[src/rtl/quad_encoder_array.sv]
// Multi-channel quadrature encoder front end: per-channel synchroniser, debounce,
// x1/x2/x4 decoding, wrapping or saturating position counter, and button clear.
module quad_encoder_array #(
  parameter int NUM_CH    = 2,
  parameter int CNT_W     = 8,
  parameter int DB_CYCLES = 100000,
  parameter int SATURATE  = 0
) (
  input  logic                    clk,
  input  logic                    rst_n,
  input  logic [NUM_CH-1:0]       A,
  input  logic [NUM_CH-1:0]       B,
  input  logic [NUM_CH-1:0]       BTN,
  input  logic [1:0]              mode,
  input  logic                    clr,
  output logic                    ready,
  output logic [NUM_CH*CNT_W-1:0] count,
  output logic [NUM_CH-1:0]       dir,
  output logic [NUM_CH-1:0]       step,
  output logic [NUM_CH-1:0]       btn_press,
  output logic [NUM_CH-1:0]       err
);

  localparam int NS   = 3 * NUM_CH;
  localparam int DB_W = $clog2(DB_CYCLES);
  localparam int ST_W = $clog2(DB_CYCLES + 3);
  localparam logic [DB_W-1:0] DB_LAST = DB_W'(DB_CYCLES - 1);
  localparam logic [ST_W-1:0] ST_LAST = ST_W'(DB_CYCLES + 2);
  localparam bit SAT = (SATURATE != 0);

  // Flattened input bus: A at [ch], B at [NUM_CH+ch], BTN at [2*NUM_CH+ch]
  logic [NS-1:0]   raw, sync1, sync2, db;
  logic [ST_W-1:0] settle_cnt;

  assign raw = {BTN, B, A};

  always_ff @(posedge clk or negedge rst_n) begin
    if (!rst_n) begin
      sync1 <= '0;
      sync2 <= '0;
    end else begin
      sync1 <= raw;
      sync2 <= sync1;
    end
  end

  generate
    for (genvar g = 0; g < NS; g++) begin : g_db
      logic [DB_W-1:0] cnt;
      logic            lvl;

      always_ff @(posedge clk or negedge rst_n) begin
        if (!rst_n) begin
          cnt <= '0;
          lvl <= 1'b0;
        end else if (sync2[g] == lvl) begin
          cnt <= '0;
        end else if (cnt == DB_LAST) begin
          lvl <= ~lvl;
          cnt <= '0;
        end else begin
          cnt <= cnt + 1'b1;
        end
      end

      assign db[g] = lvl;
    end
  endgenerate

  // Settle window lets debounced levels reach the idle input state before decoding
  always_ff @(posedge clk or negedge rst_n) begin
    if (!rst_n) begin
      settle_cnt <= '0;
      ready      <= 1'b0;
    end else if (!ready) begin
      if (settle_cnt == ST_LAST) ready <= 1'b1;
      else                       settle_cnt <= settle_cnt + 1'b1;
    end
  end

  generate
    for (genvar ch = 0; ch < NUM_CH; ch++) begin : g_ch
      logic [1:0]       cur, prev;
      logic             btn_db, btn_prev, btn_rise;
      logic             mv_cw, mv_ccw, illegal, pass, counted, blocked;
      logic [CNT_W-1:0] cnt;
      logic             dir_r, step_r, press_r, err_r;

      assign cur      = {db[ch], db[NUM_CH+ch]};
      assign btn_db   = db[2*NUM_CH+ch];
      assign btn_rise = btn_db & ~btn_prev;
      assign illegal  = ((prev ^ cur) == 2'b11);
      assign pass     = mode[1] | (cur == 2'b00) | (mode[0] & (cur == 2'b11));
      assign counted  = (mv_cw | mv_ccw) & pass;
      assign blocked  = SAT && ((mv_cw && (&cnt)) || (mv_ccw && !(|cnt)));

      always_comb begin
        mv_cw  = 1'b0;
        mv_ccw = 1'b0;
        case ({prev, cur})
          4'b00_01, 4'b01_11, 4'b11_10, 4'b10_00: mv_cw  = 1'b1;
          4'b00_10, 4'b10_11, 4'b11_01, 4'b01_00: mv_ccw = 1'b1;
          default: ;
        endcase
      end

      // Priority: clr, then button clear, then step; prev always follows cur
      always_ff @(posedge clk or negedge rst_n) begin
        if (!rst_n) begin
          prev     <= 2'b00;
          btn_prev <= 1'b0;
          cnt      <= '0;
          dir_r    <= 1'b0;
          step_r   <= 1'b0;
          press_r  <= 1'b0;
          err_r    <= 1'b0;
        end else begin
          step_r   <= 1'b0;
          press_r  <= 1'b0;
          prev     <= cur;
          btn_prev <= btn_db;
          if (ready) begin
            if (clr) begin
              cnt   <= '0;
              err_r <= 1'b0;
            end else begin
              if (illegal) err_r <= 1'b1;
              if (btn_rise) begin
                cnt     <= '0;
                press_r <= 1'b1;
              end else if (counted) begin
                dir_r <= mv_cw;
                if (!blocked) begin
                  cnt    <= mv_cw ? cnt + 1'b1 : cnt - 1'b1;
                  step_r <= 1'b1;
                end
              end
            end
          end
        end
      end

      assign count[ch*CNT_W +: CNT_W] = cnt;
      assign dir[ch]       = dir_r;
      assign step[ch]      = step_r;
      assign btn_press[ch] = press_r;
      assign err[ch]       = err_r;
    end
  endgenerate

endmodule

[config.mk]
export PLATFORM = sky130hd
export DESIGN_NAME = quad_encoder_array
export DESIGN_NICKNAME = d
export VERILOG_FILES = /design/src/rtl/quad_encoder_array.sv
export SDC_FILE = /design/constraint.sdc
export NUM_CORES = 1
export LEC_CHECK = 0
export CAP_MARGIN = 15
export CORE_MARGIN = 2
export CORE_UTILIZATION = 55
export DETAILED_ROUTE_END_ITERATION = 8
export PLACE_DENSITY = 0.82
export SYNTH_ARGS = -nofsm -noshare
export SYNTH_HDL_FRONTEND = slang
export SYNTH_SLANG_ARGS = --single-unit
export TNS_END_PERCENT = 30
[constraint.sdc]
create_clock -name clk -period 2.8 [get_ports clk]
set_clock_uncertainty 0.2 [all_clocks]
set_input_delay 0.42 -clock clk [delete_from_list [all_inputs] [get_ports clk]]
set_output_delay 0.42 -clock clk [all_outputs]
set_load 0.05 [all_outputs]
Word level (Yosys, flattened, before mapping). Cells that the tools add are included.

$add $sub $neg: 11. Equality and inequality tests: 33. Multiplexer cells: 44. Bitwise operators: 33. Reduce and logical (&&, ||, !) cells: 23.

Operator list (count): 2-to-1 mux 17 bit (12); adder 17 x 1 -> 17 bit (second input constant) (7); == test 17 bit (second input constant) (7); 2-to-1 mux 8 bit (8); == test 4 bit (second input constant) (8); 2-to-1 mux 1 bit (24); AND reduction 2 bit (11); NOT 1 bit (19); adder 8 x 1 -> 8 bit (second input constant) (2); == test 4 x 3 -> 1 bit (second input constant) (4); OR reduction 4 bit (4); subtractor 8 x 1 -> 8 bit (second input constant) (2); == test 2 bit (second input constant) (4); == test 4 x 1 -> 1 bit (second input constant) (2); == test 4 x 2 -> 1 bit (second input constant) (2); AND reduction 4 bit (2); AND 1 bit (6); == test 1 bit (6); bitwise OR 1 bit (6); nonzero test 3 bit (2); logical NOT 2 bit (2); nonzero test 2 bit (2); XOR 2 bit (2).

Bits in registers: 168. Input port bits: 11.

Logic depth before layout (Yosys ltp).
Depth in word-level cells: 9. Mapped depth: 10.

Worst setup path after synthesis. OpenSTA, ideal clock, no wires.

Kind: flip-flop to flip-flop. Start point: register g_db[0].lvl. End point: register g_ch[0].cnt[7]. Setup time: 142 ps. Arrival: 2215 ps. Required time: 2458 ps. Slack: 243 ps. Stages on the path, launching flop included: 11. Cell sequence: dfrtp_1 -> buf_6 -> xor2_1 -> nor2_1 -> inv_1 -> ha_1 -> a211oi_1 -> nor3_1 -> or3_1 -> a31oi_1 -> mux2i_1.

Word-level cells in the longest chain between the ends: 7.

RTL lines: start, declared (line 50) `logic lvl;`; start signal, assigned (line 59) `lvl <= ~lvl;`; == test 4 x 1 -> 1 bit, or another cell as far along (line 100) `case ({prev, cur})`; OR reduction 4 bit (line 100); 2-to-1 mux 1 bit (line 100); bitwise OR 1 bit / 2-to-1 mux 8 bit (equally long branches) (line 94, 134); AND 1 bit / 2-to-1 mux 8 bit (equally long branches) (line 94, 131); nonzero test 3 bit (no source line) / 2-to-1 mux 8 bit (equally long branches); AND reduction 2 bit (no source line) / 2-to-1 mux 8 bit (equally long branches); end signal, assigned (line 134) `cnt <= mv_cw ? cnt + 1'b1 : cnt - 1'b1;`; end, declared (line 86) `logic [CNT_W-1:0] cnt;`.

Parallel ways exist; a longest one is shown, timed or not. The select of a mux whose other input is x is not followed. A chain may end at the register's enable or synchronous reset.

Worst setup path after layout.
Start point: register g_ch[0].prev[0]. End point: register g_ch[0].cnt[7].

Word-level cells in the longest chain between the ends: 7.

RTL lines: start, declared (line 83) `logic [1:0] cur, prev;`; start signal, assigned (line 120) `prev <= cur;`; == test 4 x 1 -> 1 bit, or another cell as far along (line 100); OR reduction 4 bit (line 100); 2-to-1 mux 1 bit (line 100); bitwise OR 1 bit / 2-to-1 mux 8 bit (equally long branches) (line 94, 134); AND 1 bit / 2-to-1 mux 8 bit (equally long branches) (line 94, 131); nonzero test 3 bit (no source line) / 2-to-1 mux 8 bit (equally long branches); AND reduction 2 bit (no source line) / 2-to-1 mux 8 bit (equally long branches).

Parallel ways exist; a longest one is shown, timed or not. The select of a mux whose other input is x is not followed.

==> impl_metrics.ini <==
[cts]
post_cts_buffers = 0
root_buffer = clkbuf_16
clk_path_buf_depth = 2
insertion_delay_ns = 0.42
htree_levels = 4
cts_buffers = 17
path_clk_slew_ns = 0.06
clock_sinks = 168
cts_tree = done

[outcome]
status = completed

[setup_path]
end_kind = flop
ff2ff_setup_slack_ns = 0.15
r2r-end = g_ch[0].cnt[7]$_DFFE_PN0P_
crit_end = g_ch[0].cnt[7]$_DFFE_PN0P_
worst-path-max-fanout = 7
worst-r2r-cell-count = 9
start_kind = flop
cp_data_required_time_ns = 2.91
cp-startpoint = g_ch[0].prev[0]$_DFF_PN0_
cp_data_arrival_time_ns = 2.76
r2r_start = g_ch[0].prev[0]$_DFF_PN0_
crit_type = flop to flop

[grt]
grt_pass1_wl_mm = 25.94
grtUsageTotal = 0.1979
grt_pass1_vias = 5597
grt_overflow_total = 0
grt_max_degree = 53
antenna_found_initial = 0

[sta]
layout_min_cycle_time_ns = 2.648
setup-violations-final = 0
rsz0062_at_grt = no
whs_ns = 0.1513
max_slew_margin = 0.5657
worstMarginPinSlew_ns = 0.6515
tns_ns = 0
period_share = 0.9457
finalHoldViolCount = 0
clock.fmax_ghz = 0.3777
final_max_slew_viol_count = 0

[floorplanning]
die-area_mm2 = 0.01611
die_h_um = 126.9
initial_core_util = 0.5677
core_mm2 = 0.01464
die_w_um = 126.9
core.rowCount = 44
io_pins = 36

[place]
place_hpwl_mm = 10.06
place.gp.congestion = 0.8331
io_buffers = 35

[drt]
drt_iter0_drc = 282
first_pass_iters = 5
drtAntennaViolNets = 0
routedWlPerCell_um = 14.35
drc = 0
vias = 5623
totalWireLength_mm = 14.83
routed_via_density = 5.443

[cells_and_area]
final_nets = 870
diodes = 0
num-fill-cells = 1143
area_growth_pct = 12.61
final_util = 0.6393
drive_gt1_frac = 0.08363

[power_and_ir_drop]
switching_share = 0.2088
p_clk_frac = 0.478
totalPowerFinal_mw = 5.027
vdd_drop_max_mv = 0.4858
p_sw_mw = 1.049
p_per_area_mw_per_mm2 = 537.0
p_leak_nw = 4.260
seqPwrFrac = 0.494
p_int_mw = 3.978
combPwrFrac = 0.027

[synth]
ys_ff_latch = 168
yosys.cell_types.count = 58
yosysTopAreaCellShare = 0.5057
synthCells = 799
synth.avg_cell_area_um2 = 10.40
async_flop_share = 1.000
synth-edff-count = 0
netlist_area_mm2 = 0.008313
ys_warn_count = 0
synth_top_area_cell = dfrtp_1
synth_nets = 832
synth_area_leaders = dfrtp_1 51%, xor2_1 7.5%, xnor2_1 6.2%
ys_seq_area_frac = 0.5057
synthFlopType = dfrtp_1

[worst_hold_path]
holdCritPathClass = flop to flop

[job]
cap_violations = 0
[stage by stage]
| stage | area [um^2] | worst slack (ns) | std cells |
|---|---|---|---|
| 6_report | 9361 | 0.1520 | 1033 |
| 5_1_grt | 9361 | 0.01156 | 1033 |
| 4_1_cts | 9351 | 0.03711 | 1033 |
| 3_5_place_dp | 8727 | 0.09659 | 1001 |
| 3_3_place_gp | 8727 | 0.2028 | 1001 |
| 2_1_floorplan | 8313 | 0.2431 | 799 |
[cell type report]
cell class | count | area [um^2] | area share
flip-flops and latches | 168 | 4204 | 0.4491
multi-input cells | 582 | 3785 | 0.4043
clock buffers | 22 | 474.2 | 0.05065
repair buffers | 45 | 441.7 | 0.04718
well taps | 184 | 230.2 | 0.02459
clock inverters | 9 | 140.1 | 0.01497
inverters | 23 | 86.33 | 0.009222
[critical path, stage by stage (launching register included)]
cell	delay, ns
dfrtp_1	0.41
xor2_1	0.16
nor2_1	0.25
inv_2	0.14
ha_1	0.39
a211oi_1	0.25
o21ai_0	0.12
or3_1	0.35
a31oi_1	0.17
mux2i_1	0.08
[layout by cell type (no fill, tap or decap), drive strengths merged, types with 10 or more instances in the layout]
cell	synthesis	layout
nor2	133	133
nand2	53	53
xor2	71	71
buf	26	10
dfrtp	168	168
nand4	15	15
inv	23	25
o21ai	16	16
clkdlybuf4s50	0	34
and4	12	12
nand3	51	51
clkbuf	0	22
ha	20	20
nor4	10	10
nor3	27	27
and3	21	21
a21oi	13	13
xnor2	59	59
[what timing repair did]
action / CTS / global route
hold endpoints to repair: 37 / 0
setup endpoints to repair: 0 / 3
resized for setup: 0 / 6
hold buffers: 1 / 0
[worst min path at each step]
stage / startpoint / to / slack (ns) / cells after the start
6_report: sync1[5]$_DFF_PN0_ / sync2[5]$_DFF_PN0_ / 0.15 / 0
3_5_place_dp: sync1[5]$_DFF_PN0_ / sync2[5]$_DFF_PN0_ / 0.14 / 0
5_1_grt: sync1[5]$_DFF_PN0_ / sync2[5]$_DFF_PN0_ / 0.17 / 0
4_1_cts: sync1[5]$_DFF_PN0_ / sync2[5]$_DFF_PN0_ / 0.15 / 0
3_3_place_gp: sync1[4]$_DFF_PN0_ / sync2[4]$_DFF_PN0_ / 0.14 / 0
2_1_floorplan: rst_n / g_ch[0].btn_db$_DFFE_PN0P_ / -0.08 / 0
[cells in the mapped netlist, drive strengths merged, types with 2 or more instances]
cell	instances
a22o	8
dfrtp	168
xnor2	59
and2	8
a211oi	4
nand3b	5
xor2	71
inv	23
nor3	27
or3	2
nor2b	2
nor4	10
mux2	8
and4	12
nor4b	2
nand2b	9
o31ai	2
nand2	53
o21bai	2
nand4	15
fa	2
ha	20
or2	3
o21ai	16
a21oi	13
nor2	133
a31oi	4
o211a	2
buf	26
nand3	51
and3	21
a21o	5
nand4bb	2
[cell families (layout without fill, tap and decap cells)]
logic type / count (synthesis) / count (layout) / synth area share
fa+ha+maj: 22 / 22 / 0.03492
mux: 9 / 9 / 0.01204
simple gates: 357 / 357 / 0.2133
buf+inv: 49 / 99 / 0.04019
flops: 168 / 168 / 0.5057
xor+xnor: 130 / 130 / 0.1370
compound gates: 64 / 64 / 0.05690
[routing by layer]
| layer | share of wire | GRT usage | up-vias | wire length [um] |
|---|---|---|---|---|
| met5 | 0 | 0 | - | 0 |
| met1 | 0.46 | 0.2599 | 2726 | 6749 |
| met4 | 0.015 | 0.06658 | 0 | 227 |
| li1 | - | - | 2789 | - |
| met3 | 0.036 | 0.04302 | 20 | 532 |
| met2 | 0.49 | 0.3289 | 88 | 7317 |
[flip-flops by register name, summed over array words and instances, names as in the netlist, 4 cells and up]
register	cells
g_ch.prev	4
sync1	6
g_ch.cnt	16
g_db.cnt	102
g_db.lvl	4
sync2	6
settle_cnt	17
[power groups by stage]
| stage | sequential (mW) | combinational, mW | clock [mW] |
|---|---|---|---|
| floorplan | 2.52 | 0.0775 | 0 |
| global placement | 2.53 | 0.139 | 0 |
| detailed placement | 2.53 | 0.142 | 0 |
| CTS | 2.48 | 0.144 | 2.44 |
| global route | 2.49 | 0.162 | 2.54 |
| finish | 2.48 | 0.138 | 2.41 |
Note: power is estimated with default switching activity, not from simulation.
